<file path="config.mk">
export PLATFORM = sky130hd
export DESIGN_NAME = pll_profile_sequencer
export DESIGN_NICKNAME = d
export VERILOG_FILES = /design/src/rtl/pll_pkg.sv /design/src/rtl/pll_profile_bank.sv /design/src/rtl/pll_profile_sequencer.sv
export SDC_FILE = /design/constraint.sdc
export NUM_CORES = 1
export LEC_CHECK = 0
export BUFFER_PORTS_ARGS = -buffer_cell sky130_fd_sc_hd__buf_2
export CORE_MARGIN = 10
export CORE_UTILIZATION = 52
export DETAILED_ROUTE_END_ITERATION = 7
export PLACE_DENSITY = 0.75
export SYNTH_ARGS = -nofsm -noshare
export SYNTH_HDL_FRONTEND = slang
export SYNTH_SLANG_ARGS = --single-unit
</file>
<file path="constraint.sdc">
create_clock -name clk -period 10.7 [get_ports clk]
set_input_delay 1.605 -clock clk [delete_from_list [all_inputs] [get_ports clk]]
set_output_delay 1.605 -clock clk [all_outputs]
set_load 0.05 [all_outputs]
</file>
<file path="src/rtl/pll_pkg.sv">
// Shared encodings for the PLL profile sequencer.
// Command opcodes, CTRL sub-codes, chunk width and FSM states.
package pll_pkg;

    localparam logic [1:0] OP_SEQ   = 2'b00;
    localparam logic [1:0] OP_WRITE = 2'b01;
    localparam logic [1:0] OP_READ  = 2'b10;
    localparam logic [1:0] OP_CTRL  = 2'b11;

    localparam logic [1:0] CTRL_SELECT   = 2'b00;
    localparam logic [1:0] CTRL_SET_LAST = 2'b01;
    localparam logic [1:0] CTRL_STOP     = 2'b10;
    localparam logic [1:0] CTRL_STATIC   = 2'b11;

    localparam int CHUNK_W = 12;

    typedef enum logic [1:0] {
        ST_IDLE    = 2'd0,
        ST_STATIC  = 2'd1,
        ST_SWEEP   = 2'd2,
        ST_READOUT = 2'd3
    } state_t;

endpackage

</file>
<file path="src/rtl/pll_profile_bank.sv">
// FCW profile register file: one commit port, two async read ports.
// Port a feeds the DSM path, port b feeds readback and STATIC loads.
module pll_profile_bank #(
    parameter int NUM_PROFILES = 4,
    parameter int FCW_WIDTH    = 43,
    parameter int PADDR        = 2
) (
    input  logic                 clk,
    input  logic                 rst,
    input  logic                 we,
    input  logic [PADDR-1:0]     waddr,
    input  logic [FCW_WIDTH-1:0] wdata,
    input  logic [PADDR-1:0]     addr_a,
    output logic [FCW_WIDTH-1:0] data_a,
    input  logic [PADDR-1:0]     addr_b,
    output logic [FCW_WIDTH-1:0] data_b
);

    logic [FCW_WIDTH-1:0] mem [NUM_PROFILES];

    always_ff @(posedge clk) begin
        if (!rst) begin
            for (int i = 0; i < NUM_PROFILES; i++) mem[i] <= '0;
        end else if (we) begin
            mem[waddr] <= wdata;
        end
    end

    assign data_a = mem[addr_a];
    assign data_b = mem[addr_b];

endmodule

</file>
<file path="src/rtl/pll_profile_sequencer.sv">
// SPI command decoder driving the DSM FCW from a bank of profiles,
// either statically or as a timed sweep with optional looping.
module pll_profile_sequencer
    import pll_pkg::*;
#(
    parameter int NUM_PROFILES = 4,
    parameter int FCW_WIDTH    = 43,
    parameter int DWELL_WIDTH  = 12,
    localparam int PADDR  = (NUM_PROFILES > 2) ? $clog2(NUM_PROFILES) : 1,
    localparam int NCHUNK = (FCW_WIDTH + CHUNK_W - 1) / CHUNK_W
) (
    input  logic                 clk,
    input  logic                 rst,
    input  logic [15:0]          cmd_data,
    input  logic                 cmd_valid,
    output logic                 cmd_ready,
    output logic [15:0]          rd_data,
    output logic                 rd_valid,
    input  logic                 rd_ready,
    output logic [FCW_WIDTH-1:0] fcw,
    output logic                 fcw_load,
    output logic                 dsm_enable,
    output logic [PADDR-1:0]     active_profile,
    output logic                 cmd_err
);

    localparam int PAD_W = NCHUNK * CHUNK_W;
    localparam logic [1:0] LAST_CHUNK = 2'(NCHUNK - 1);
    localparam logic [PADDR-1:0] MAX_PROF = PADDR'(NUM_PROFILES - 1);
    localparam logic [PADDR-1:0] P_ONE = PADDR'(1);
    localparam logic [DWELL_WIDTH-1:0] D_ONE = DWELL_WIDTH'(1);

    logic [1:0] op, sub;
    logic [CHUNK_W-1:0] payload;

    state_t state, state_n, ret, ret_n;
    logic [CHUNK_W-1:0] staging [NCHUNK];
    logic [CHUNK_W-1:0] staging_n [NCHUNK];
    logic [NCHUNK-1:0] mask, mask_n;
    logic [PADDR-1:0] ptr, ptr_n, seq_last, last_n, active_n;
    logic [DWELL_WIDTH-1:0] dwell, dwell_n, cnt, cnt_n;
    logic loop, loop_n;
    logic [1:0] rd_idx, rd_idx_n;
    logic [FCW_WIDTH-1:0] fcw_n;
    logic load_n, en_n, err_n;

    logic accept, sweeping, expire, we;
    logic [PAD_W-1:0] staged, rd_word;
    logic [FCW_WIDTH-1:0] wdata, data_a, data_b;
    logic [PADDR-1:0] addr_a, step_to;

    assign op      = cmd_data[15:14];
    assign sub     = cmd_data[13:12];
    assign payload = cmd_data[11:0];

    assign cmd_ready = (state != ST_READOUT);
    assign rd_valid  = (state == ST_READOUT);
    assign accept    = cmd_valid && cmd_ready;
    assign sweeping  = (state == ST_SWEEP) ||
                       (state == ST_READOUT && ret == ST_SWEEP);
    // dwell of 0 expires every clock, same as dwell of 1
    assign expire  = (dwell == '0) || (cnt == dwell - D_ONE);
    assign step_to = (active_profile >= seq_last) ? '0
                   : active_profile + P_ONE;
    assign addr_a  = (accept && op == OP_SEQ) ? '0 : step_to;

    assign rd_word = PAD_W'(data_b);
    assign rd_data = rd_valid
                   ? {2'b10, rd_idx, rd_word[rd_idx*CHUNK_W +: CHUNK_W]}
                   : '0;

    always_comb begin
        staged = '0;
        for (int i = 0; i < NCHUNK - 1; i++)
            staged[i*CHUNK_W +: CHUNK_W] = staging[i];
        staged[(NCHUNK-1)*CHUNK_W +: CHUNK_W] = payload;
    end
    assign wdata = FCW_WIDTH'(staged);

    pll_profile_bank #(
        .NUM_PROFILES(NUM_PROFILES),
        .FCW_WIDTH   (FCW_WIDTH),
        .PADDR       (PADDR)
    ) u_bank (
        .clk   (clk),
        .rst   (rst),
        .we    (we),
        .waddr (ptr),
        .wdata (wdata),
        .addr_a(addr_a),
        .data_a(data_a),
        .addr_b(ptr),
        .data_b(data_b)
    );

    always_comb begin
        state_n   = state;
        ret_n     = ret;
        staging_n = staging;
        mask_n    = mask;
        ptr_n     = ptr;
        last_n    = seq_last;
        dwell_n   = dwell;
        loop_n    = loop;
        cnt_n     = cnt;
        rd_idx_n  = rd_idx;
        active_n  = active_profile;
        fcw_n     = fcw;
        load_n    = 1'b0;
        en_n      = dsm_enable;
        err_n     = 1'b0;
        we        = 1'b0;

        // an accepted command pre-empts the step on an expiry cycle
        if (sweeping) begin
            if (expire) begin
                cnt_n = '0;
                if (!accept) begin
                    if (active_profile >= seq_last && !loop) begin
                        if (state == ST_READOUT) ret_n = ST_STATIC;
                        else state_n = ST_STATIC;
                    end else begin
                        active_n = step_to;
                        fcw_n    = data_a;
                        load_n   = 1'b1;
                    end
                end
            end else begin
                cnt_n = cnt + D_ONE;
            end
        end

        if (state == ST_READOUT && rd_ready) begin
            if (rd_idx == LAST_CHUNK) begin
                rd_idx_n = '0;
                state_n  = ret_n;
            end else begin
                rd_idx_n = rd_idx + 2'd1;
            end
        end

        if (accept) begin
            unique case (op)
                OP_SEQ: begin
                    dwell_n  = DWELL_WIDTH'(payload);
                    loop_n   = sub[0];
                    state_n  = ST_SWEEP;
                    active_n = '0;
                    fcw_n    = data_a;
                    load_n   = 1'b1;
                    en_n     = 1'b1;
                    cnt_n    = '0;
                end
                OP_WRITE: begin
                    if (int'(sub) >= NCHUNK) begin
                        err_n = 1'b1;
                    end else if (sub == LAST_CHUNK) begin
                        mask_n = '0;
                        if (&mask[NCHUNK-2:0]) begin
                            we = 1'b1;
                            if (dsm_enable && ptr == active_profile) begin
                                fcw_n  = wdata;
                                load_n = 1'b1;
                            end
                        end else begin
                            err_n = 1'b1;
                        end
                    end else begin
                        staging_n[sub] = payload;
                        mask_n[sub]    = 1'b1;
                    end
                end
                OP_READ: begin
                    ret_n    = state;
                    state_n  = ST_READOUT;
                    rd_idx_n = '0;
                end
                OP_CTRL: begin
                    unique case (sub)
                        CTRL_SELECT: begin
                            if (int'(payload) >= NUM_PROFILES) err_n = 1'b1;
                            else ptr_n = payload[PADDR-1:0];
                        end
                        CTRL_SET_LAST: begin
                            if (int'(payload) >= NUM_PROFILES - 1)
                                last_n = MAX_PROF;
                            else
                                last_n = payload[PADDR-1:0];
                        end
                        CTRL_STOP: begin
                            state_n = ST_IDLE;
                            en_n    = 1'b0;
                        end
                        CTRL_STATIC: begin
                            state_n  = ST_STATIC;
                            active_n = ptr;
                            fcw_n    = data_b;
                            load_n   = 1'b1;
                            en_n     = 1'b1;
                        end
                    endcase
                end
            endcase
        end
    end

    always_ff @(posedge clk) begin
        if (!rst) begin
            state          <= ST_IDLE;
            ret            <= ST_IDLE;
            for (int i = 0; i < NCHUNK; i++) staging[i] <= '0;
            mask           <= '0;
            ptr            <= '0;
            seq_last       <= '0;
            dwell          <= '0;
            loop           <= 1'b0;
            cnt            <= '0;
            rd_idx         <= '0;
            active_profile <= '0;
            fcw            <= '0;
            fcw_load       <= 1'b0;
            dsm_enable     <= 1'b0;
            cmd_err        <= 1'b0;
        end else begin
            state          <= state_n;
            ret            <= ret_n;
            staging        <= staging_n;
            mask           <= mask_n;
            ptr            <= ptr_n;
            seq_last       <= last_n;
            dwell          <= dwell_n;
            loop           <= loop_n;
            cnt            <= cnt_n;
            rd_idx         <= rd_idx_n;
            active_profile <= active_n;
            fcw            <= fcw_n;
            fcw_load       <= load_n;
            dsm_enable     <= en_n;
            cmd_err        <= err_n;
        end
    end

endmodule
</file>
## Word level (Yosys, flattened, before mapping)

Memory sizes are Yosys's and may differ from the RTL's. A register that Yosys moved wholly into a read port is not among the register bits.
Cells that the tools add are included.

- Word-level logic and storage cells: 156
- Memory bits (writable): 172
- Memories: 1
- Output and inout port bits: 66
- Flip-flop bits (word level): 135

- Reductions and logical operators: 24
- Add/subtract/negate cells: 4
- Multiplexer cells: 82
- $lt $le $gt $ge: 7
- Eq/ne operators: 14
- Shifts and indexed selects: 1
- Bitwise logic cells: 4
- Multiply operators: 1

Memory list:

| memory | depth | bits a word | read ports | clocked after memory_dff | write ports | line | text |
|---|---|---|---|---|---|---|---|
| u_bank.mem | 4 | 43 | 2 | 1 | 4 | pll_profile_bank.sv:19 | `logic [FCW_WIDTH-1:0] mem [NUM_PROFILES];` |

Operator list:

| kind | number |
|---|---|
| 2-to-1 mux 43 bit | 10 |
| one-hot mux 43 bit (3 select lines) | 1 |
| 2-to-1 mux 2 bit | 31 |
| 2-to-1 mux 12 bit | 5 |
| bitwise mux 48 bit | 1 |
| variable part select 48 x 7 -> 12 bit | 1 |
| OR reduction 43 bit | 1 |
| demux 12 bit (select 2 bit) | 1 |
| 2-to-1 mux 1 bit | 23 |
| equality test 2 bit, second input constant | 8 |
| 2-to-1 mux 16 bit | 1 |
| adder 12 x 1 -> 12 bit, second input constant | 1 |
| equality test 12 bit | 1 |
| greater-or-equal comparator 12 x 2 -> 1 bit, second input constant | 1 |
| greater-or-equal comparator 12 x 3 -> 1 bit, second input constant | 1 |
| zero test 12 bit | 1 |
| AND reduction 3 bit | 4 |
| subtractor 12 x 1 -> 12 bit, second input constant | 1 |
| logical AND 1 bit | 8 |
| one-hot mux 2 bit (2 select lines) | 2 |
| one-hot mux 1 bit (2 select lines) | 3 |
| one-hot mux 2 bit (3 select lines) | 1 |
| AND reduction 2 bit | 3 |
| adder 2 x 1 -> 2 bit, second input constant | 2 |
| other kinds (21) | 25 |

## Depth between registers and ports, before layout

Gate-level depths: netlist (run 1).
An unclocked memory read counts as a cell.

- Word-level depth: 14
- Depth in mapped cells: 12
- Mapped depth without buffers: 9

## By module

From an unflattened synthesis (run 1), not the netlist that was laid out.

- Cell total of the unflattened synthesis: 1352
- Area total of the unflattened synthesis: 15815.2 um^2

Modules (own cells, without submodules):

| module | area each (um^2) | cells each | times used |
|---|---|---|---|
| pll_profile_bank | 8600.7 | 483 | 1 |
| pll_profile_sequencer | 7214.4 | 869 | 1 |

## Least setup slack after synthesis (run 1)

No wires, ideal clock.

- Kind: input-to-reg
- From: input port cmd_data[15]
- To: memory u_bank.mem[2][0] (enable)
- Stages: 6
- Buffers on the path: 1
- Path slack: 4.774 ns
- Arrival time: 5.423 ns
- Cell sequence: inv_1 ha_1 clkbuf_1 and2_1 nand2_1 o21ai_0

RTL lines:

| element | line | text |
|---|---|---|
| start: declaration | pll_profile_sequencer.sv:14 | `input logic [15:0] cmd_data,` |
| end: declaration | pll_profile_bank.sv:19 |  |

==> results of run 1 <==
## flip-flops by register name (all words and copies together) (netlist names), named ones only
register        count
u_bank.mem        172
fcw                43
staged             36
cnt                12
dwell              12
active_profile      2
ptr                 2
rd_idx              2
ret                 2
seq_last            2
state               2
cmd_err             1
dsm_enable          1
fcw_load            1
loop                1
mask                1
## routing by layer
| layer | global-route usage, % | part of all wire (%) |
|---|---|---|
| met1 | 32.2 | 36 |
| met2 | 41.8 | 47 |
| met3 | 5.65 | 12 |
| met4 | 14.6 | 5.8 |
| met5 | 0 | 0 |
## report_power, final
| part | switching [mW] | internal, mW | total, mW | leakage (nW) |
|---|---|---|---|---|
| combinational | 0.196 | 0.0641 | 0.260 | 3.01 |
| sequential | 0.0247 | 1.23 | 1.26 | 2.78 |
| clock | 0.443 | 0.608 | 1.05 | 0.485 |
| total | 0.663 | 1.91 | 2.57 | 6.27 |
## worst paths after layout
check                                   end  slack (ns)  cells past startpoint
worst max-delay path            rd_data[11]        5.81                      6
worst min-delay path                   flop        0.47                      2
worst max register to register      fcw[35]        7.06                      9
worst min register to register         flop        0.47                      2
## cell usage in the layout, fill, tap and decap left out, types with 9 or more instances in the layout
| cell | synthesis | routed |
|---|---|---|
| o41ai_2 | 11 | 11 |
| inv_1 | 11 | 11 |
| mux4_2 | 50 | 50 |
| a41oi_1 | 44 | 44 |
| dfxtp_1 | 124 | 122 |
| o21ai_0 | 16 | 13 |
| nor3_1 | 11 | 9 |
| xnor2_1 | 14 | 14 |
| mux2i_1 | 64 | 64 |
| nand2_1 | 149 | 148 |
| o21ai_1 | 39 | 39 |
| o41ai_1 | 32 | 32 |
| nand4_1 | 9 | 9 |
| and2_1 | 182 | 181 |
| edfxtp_1 | 172 | 172 |
| clkbuf_16 | 0 | 31 |
| a21oi_1 | 57 | 56 |
| a22oi_1 | 87 | 87 |
| o221ai_1 | 43 | 43 |
| o211ai_1 | 46 | 46 |
| nand3_1 | 9 | 9 |
| buf_4 | 6 | 25 |
| ha_1 | 9 | 9 |
| nor2_1 | 62 | 60 |
| buf_2 | 18 | 84 |
| xor2_1 | 13 | 13 |
## logic make-up (layout without fill, tap and decap cells)
group                      after synthesis  in the layout
muxes                                  115            115
xor gates and xnor gates                27             27
other                                    1              2
and+or+nand+nor                        465            465
DFF                                    296            296
adders and majority gates                9              9
buffers and inverters                  165            179
AOI/OAI and AO/OA                      408            408
## per-stage QoR
step                      utilization [%]  total power, mW  hold WS [ns]
final                                57.4             2.57         0.471
after CTS                            57.4             2.56         0.468
after detailed placement             54.2             1.53         0.460
after global routing                 57.4             2.63         0.491
after global placement               54.2             1.53         0.454
after floorplan                         -             1.45         0.437
## worst max-delay path, cell delays in order (launching register included)
cell,delay [ns]
dfxtp_4,1.00
mux4_2,0.65
mux2i_1,0.41
nor2_1,0.10
a21oi_1,0.24
nor2_1,0.07
buf_2,0.23
## final cells by class
class,count,area [um^2]
Antenna cell,1,2.50
Clock buffer,40,820
Clock inverter,17,158
Fill cell,2544,13000
Inverter,13,48.8
Multi-Input combinational cell,1025,7680
Sequential cell,296,7650
Tap cell,396,495
Timing Repair Buffer,109,608
==> flow_metrics.tcl, run 1 <==
set metrics [dict create \
    syn-mean-instance-area_um2 10.7 \
    first_pass_iters 6 \
    ys.flop_type "edfxtp_1" \
    path_clk_slew_ns 0.06 \
    leakage_nw 6.27 \
    drive_gt1_share_pct 16.5 \
    synth_warnings 0 \
    cts_buffer_depth 3 \
    detail_route.wl_per_cell_um 27.9 \
    startpoint_type "flop" \
    final_cells 1897 \
    synth_xor_area_share_pct 1.48 \
    clkLatencyLatePin_ns 0.57 \
    viasPerCell 7.01 \
    status "complete, no violations" \
    fmax_ghz 0.205 \
    dp_slack_ns 5.89 \
    fin_ws_ns 5.81 \
    synth_top_area_share_pct 32.4 \
    final_max_slew_viol_count 0 \
    cts_inserted_buffers 31 \
    place_inst 1839 \
    synthArstFlopShare_pct 0 \
    cts_tree "yes" \
    die_x_um 195 \
    synth_compound_area_share_pct 19.2 \
    hp-class "flop to flop" \
    clkSinkCount 296 \
    worstSetupEndpointType "primary output" \
    synth_seq_cells 296 \
    hpwl_um 29400 \
    hold_violations 0 \
    cts-hold-fix-buffers 0 \
    synth_most_common_cell "and2_1" \
    track_usage_pct 26.1 \
    grt_pass1_vias 12760 \
    area_growth_pct 9.57 \
    die_h_um 195 \
    grt_pass1_wl_um 77900 \
    synthTopCellsByArea "edfxtp_1, dfxtp_1, and2_1" \
    period_needed_ns 4.89 \
    rsz0062_at_grt "no" \
    worstPathMaxFanout 43 \
    drt-total-wl_um 52900 \
    synth_top_family_by_area "compound AO/OA/AOI/OAI gates" \
    drc 0 \
    fin_crit_sh_pct 45.7 \
    worstMarginPinSlew_ns 1.31 \
    max_slew_margin_pct 12.7 \
    cts_resized 0 \
    dr_total_vias 13289 \
    vdd_drop_max_mv 0.118 \
    die_area_um2 38100 \
    critPathArrivalTime_ns 3.28 \
    setup_viol 0 \
    synth.area.mux_share_pct 11.2 \
    reg2reg_from "state[0]" \
    ys_types 66 \
    fin_nets 1505 \
    grt_max_degree 88 \
    maxCapViolCount 0 \
    synth_nets 1515 \
    ys_seq_area_share_pct 48.0 \
    synth_cells 1486 \
    postCtsSetupRepairBufs 0 \
    io_pins 86 \
    yosys.area_share.simple_pct 15.0 \
    synth_common_cells "and2_1, edfxtp_1, nand2_1" \
    root_buffer "clkbuf_16" \
    fp-row-count 64 \
    path_class "flop to primary output" \
    coreArea_um2 30400 \
    crit_required_ns 9.10 \
    synth_fa_ha_area_share_pct 0.706 \
    powerDensity_nw_per_um2 147 \
    skew_ns 0.0145 \
    gp_congestion 0.854 \
    synth_area_leader_cell "edfxtp_1" \
    synth.cell_area_um2 15900 \
    cts_htree_levels 1 \
    gr-total-overflow 0 \
    final_area_um2 17500 \
    fin_tns_setup_ns 0 \
    synth_edf_count 172 \
    drt_iter0_drc 1721 \
    start_util_pct 52.4 \
    dpl-instance-area_um2 16500 \
    final_antenna_net_count 0 \
    antenna_found_initial 1 \
    numPortBuffers 84 \
]
No activity file was read; power rests on OpenSTA's default activity.
==> run 2: changes to the inputs <==
Clock period 10.7 ns to 5.1 ns, I/O delays scaled along.
==> flow_metrics.tcl, run 2 (same netlist as run 1, synthesis figures left out) <==
set metrics [dict create \
    status "complete, no violations" \
    fin_crit_sh_pct 80.3 \
    path_clk_slew_ns 0.06 \
    worstPathCellList "mux4_2 > mux2i_1 > nor2_1 > a21oi_1 > nor2_1 > buf_2" \
    largest_reg_flops 172 \
    cts_tree "yes" \
    final_max_slew_viol_count 0 \
    antenna_found_initial 0 \
    crit_required_ns 4.34 \
    vdd_drop_max_mv 0.303 \
    gr-total-overflow 0 \
    critPathMostFrequentCell "nor2_1" \
    path_class "flop to primary output" \
    cts_htree_levels 1 \
    coreArea_um2 30400 \
    final_antenna_net_count 0 \
    grt_max_degree 88 \
    drt_iter0_drc 1610 \
    clkSinkCount 296 \
    cts_inserted_buffers 31 \
    cp_num_buf_inv 1 \
    die_area_um2 38100 \
    setup_viol 0 \
    critPathTopFamily "multiplexers" \
    dpl-instance-area_um2 16500 \
    area_growth_pct 10.9 \
    powerDensity_nw_per_um2 325 \
    start_util_pct 52.4 \
    gp_congestion 0.882 \
    worstSetupEndpointType "primary output" \
    startpoint_type "flop" \
    drt-total-wl_um 53200 \
    cts-hold-fix-buffers 0 \
    rsz0062_at_grt "no" \
    drive_gt1_share_pct 17.3 \
    skew_ns 0.0290 \
    cts_buffer_depth 3 \
    grt_pass1_wl_um 81200 \
    final_core_util_pct 58.1 \
    fin_ws_ns 1.01 \
    final_cell_mix "and2_1, edfxtp_1, nand2_1, dfxtp_1, a22oi_1" \
    fin_nets 1511 \
    crit_path_top_delay_cell "dfxtp_4" \
    leakage_nw 6.37 \
    cts_resized 0 \
    die_h_um 195 \
    critPathArrivalTime_ns 3.33 \
    numPortBuffers 84 \
    hold_ws_ns 0.479 \
    slowest_delay_ns 0.99 \
    grt_pass1_vias 13622 \
    hp-class "flop to flop" \
    io_pins 86 \
    viasPerCell 7.01 \
    worstMarginPinSlew_ns 1.41 \
    period_needed_ns 4.09 \
    place_inst 1845 \
    max_slew_margin_pct 5.35 \
    hpwl_um 30800 \
    final_area_um2 17700 \
    detail_route.wl_per_cell_um 27.9 \
    fp-row-count 64 \
    dr_total_vias 13344 \
    clkLatencyLatePin_ns 0.58 \
    final_common_cell "and2_1" \
    regMostFlops "u_bank.mem" \
    die_x_um 195 \
    track_usage_pct 27.0 \
    final_cells 1904 \
    dp_slack_ns 1.42 \
    fmax_ghz 0.244 \
    hold_violations 0 \
    postCtsSetupRepairBufs 0 \
    worstPathMaxFanout 43 \
    maxCapViolCount 0 \
    totalPowerFinal_mw 5.74 \
    reg2reg_from "active_profile[0]" \
    drc 0 \
    root_buffer "clkbuf_16" \
    fin_tns_setup_ns 0 \
    first_pass_iters 7 \
]
==> run 2: report_power, final <==
group          total [mW]  leakage (nW)  switching [mW]  internal (mW)
Combinational       0.552          3.04           0.413          0.139
Clock                2.55         0.559           0.973           1.58
Sequential           2.64          2.78          0.0520           2.59
Total                5.74          6.37            1.44           4.31
==> run 2: worst min-delay path: cells and delay by family (launching register included) <==
kind / cells / cell delay [ns]
simple gates: 1 / 0.06
compound gates: 1 / 0.06
flops: 1 / 0.32
==> run 2: worst paths after layout <==
kind	end	slack (ns)	depth (start not counted)
worst min-delay path	flop	0.48	2
worst min register to register	flop	0.48	2
worst max-delay path	rd_data[11]	1.01	6
worst max register to register	fcw[30]	1.54	10
==> run 2: layout make-up <==
class	instances	area, um^2
antenna	1	2.50
multi-input combinational	1025	7680
clock inverter	23	348
clock buffer	35	801
inverter	13	48.8
sequential	296	7650
tap	396	495
timing repair buffer	115	653
fill	2494	12700
==> run 2: per-layer routing <==
layer / up-vias / GRT usage (%) / wire length, um / share of wire [%]
met5: - / 0 / 0 / 0
met4: 0 / 15.0 / 2920 / 5.5
met3: 193 / 7.06 / 6280 / 12
met2: 975 / 43.5 / 24900 / 47
met1: 6523 / 32.5 / 19100 / 36
li1: 5653 / - / - / -
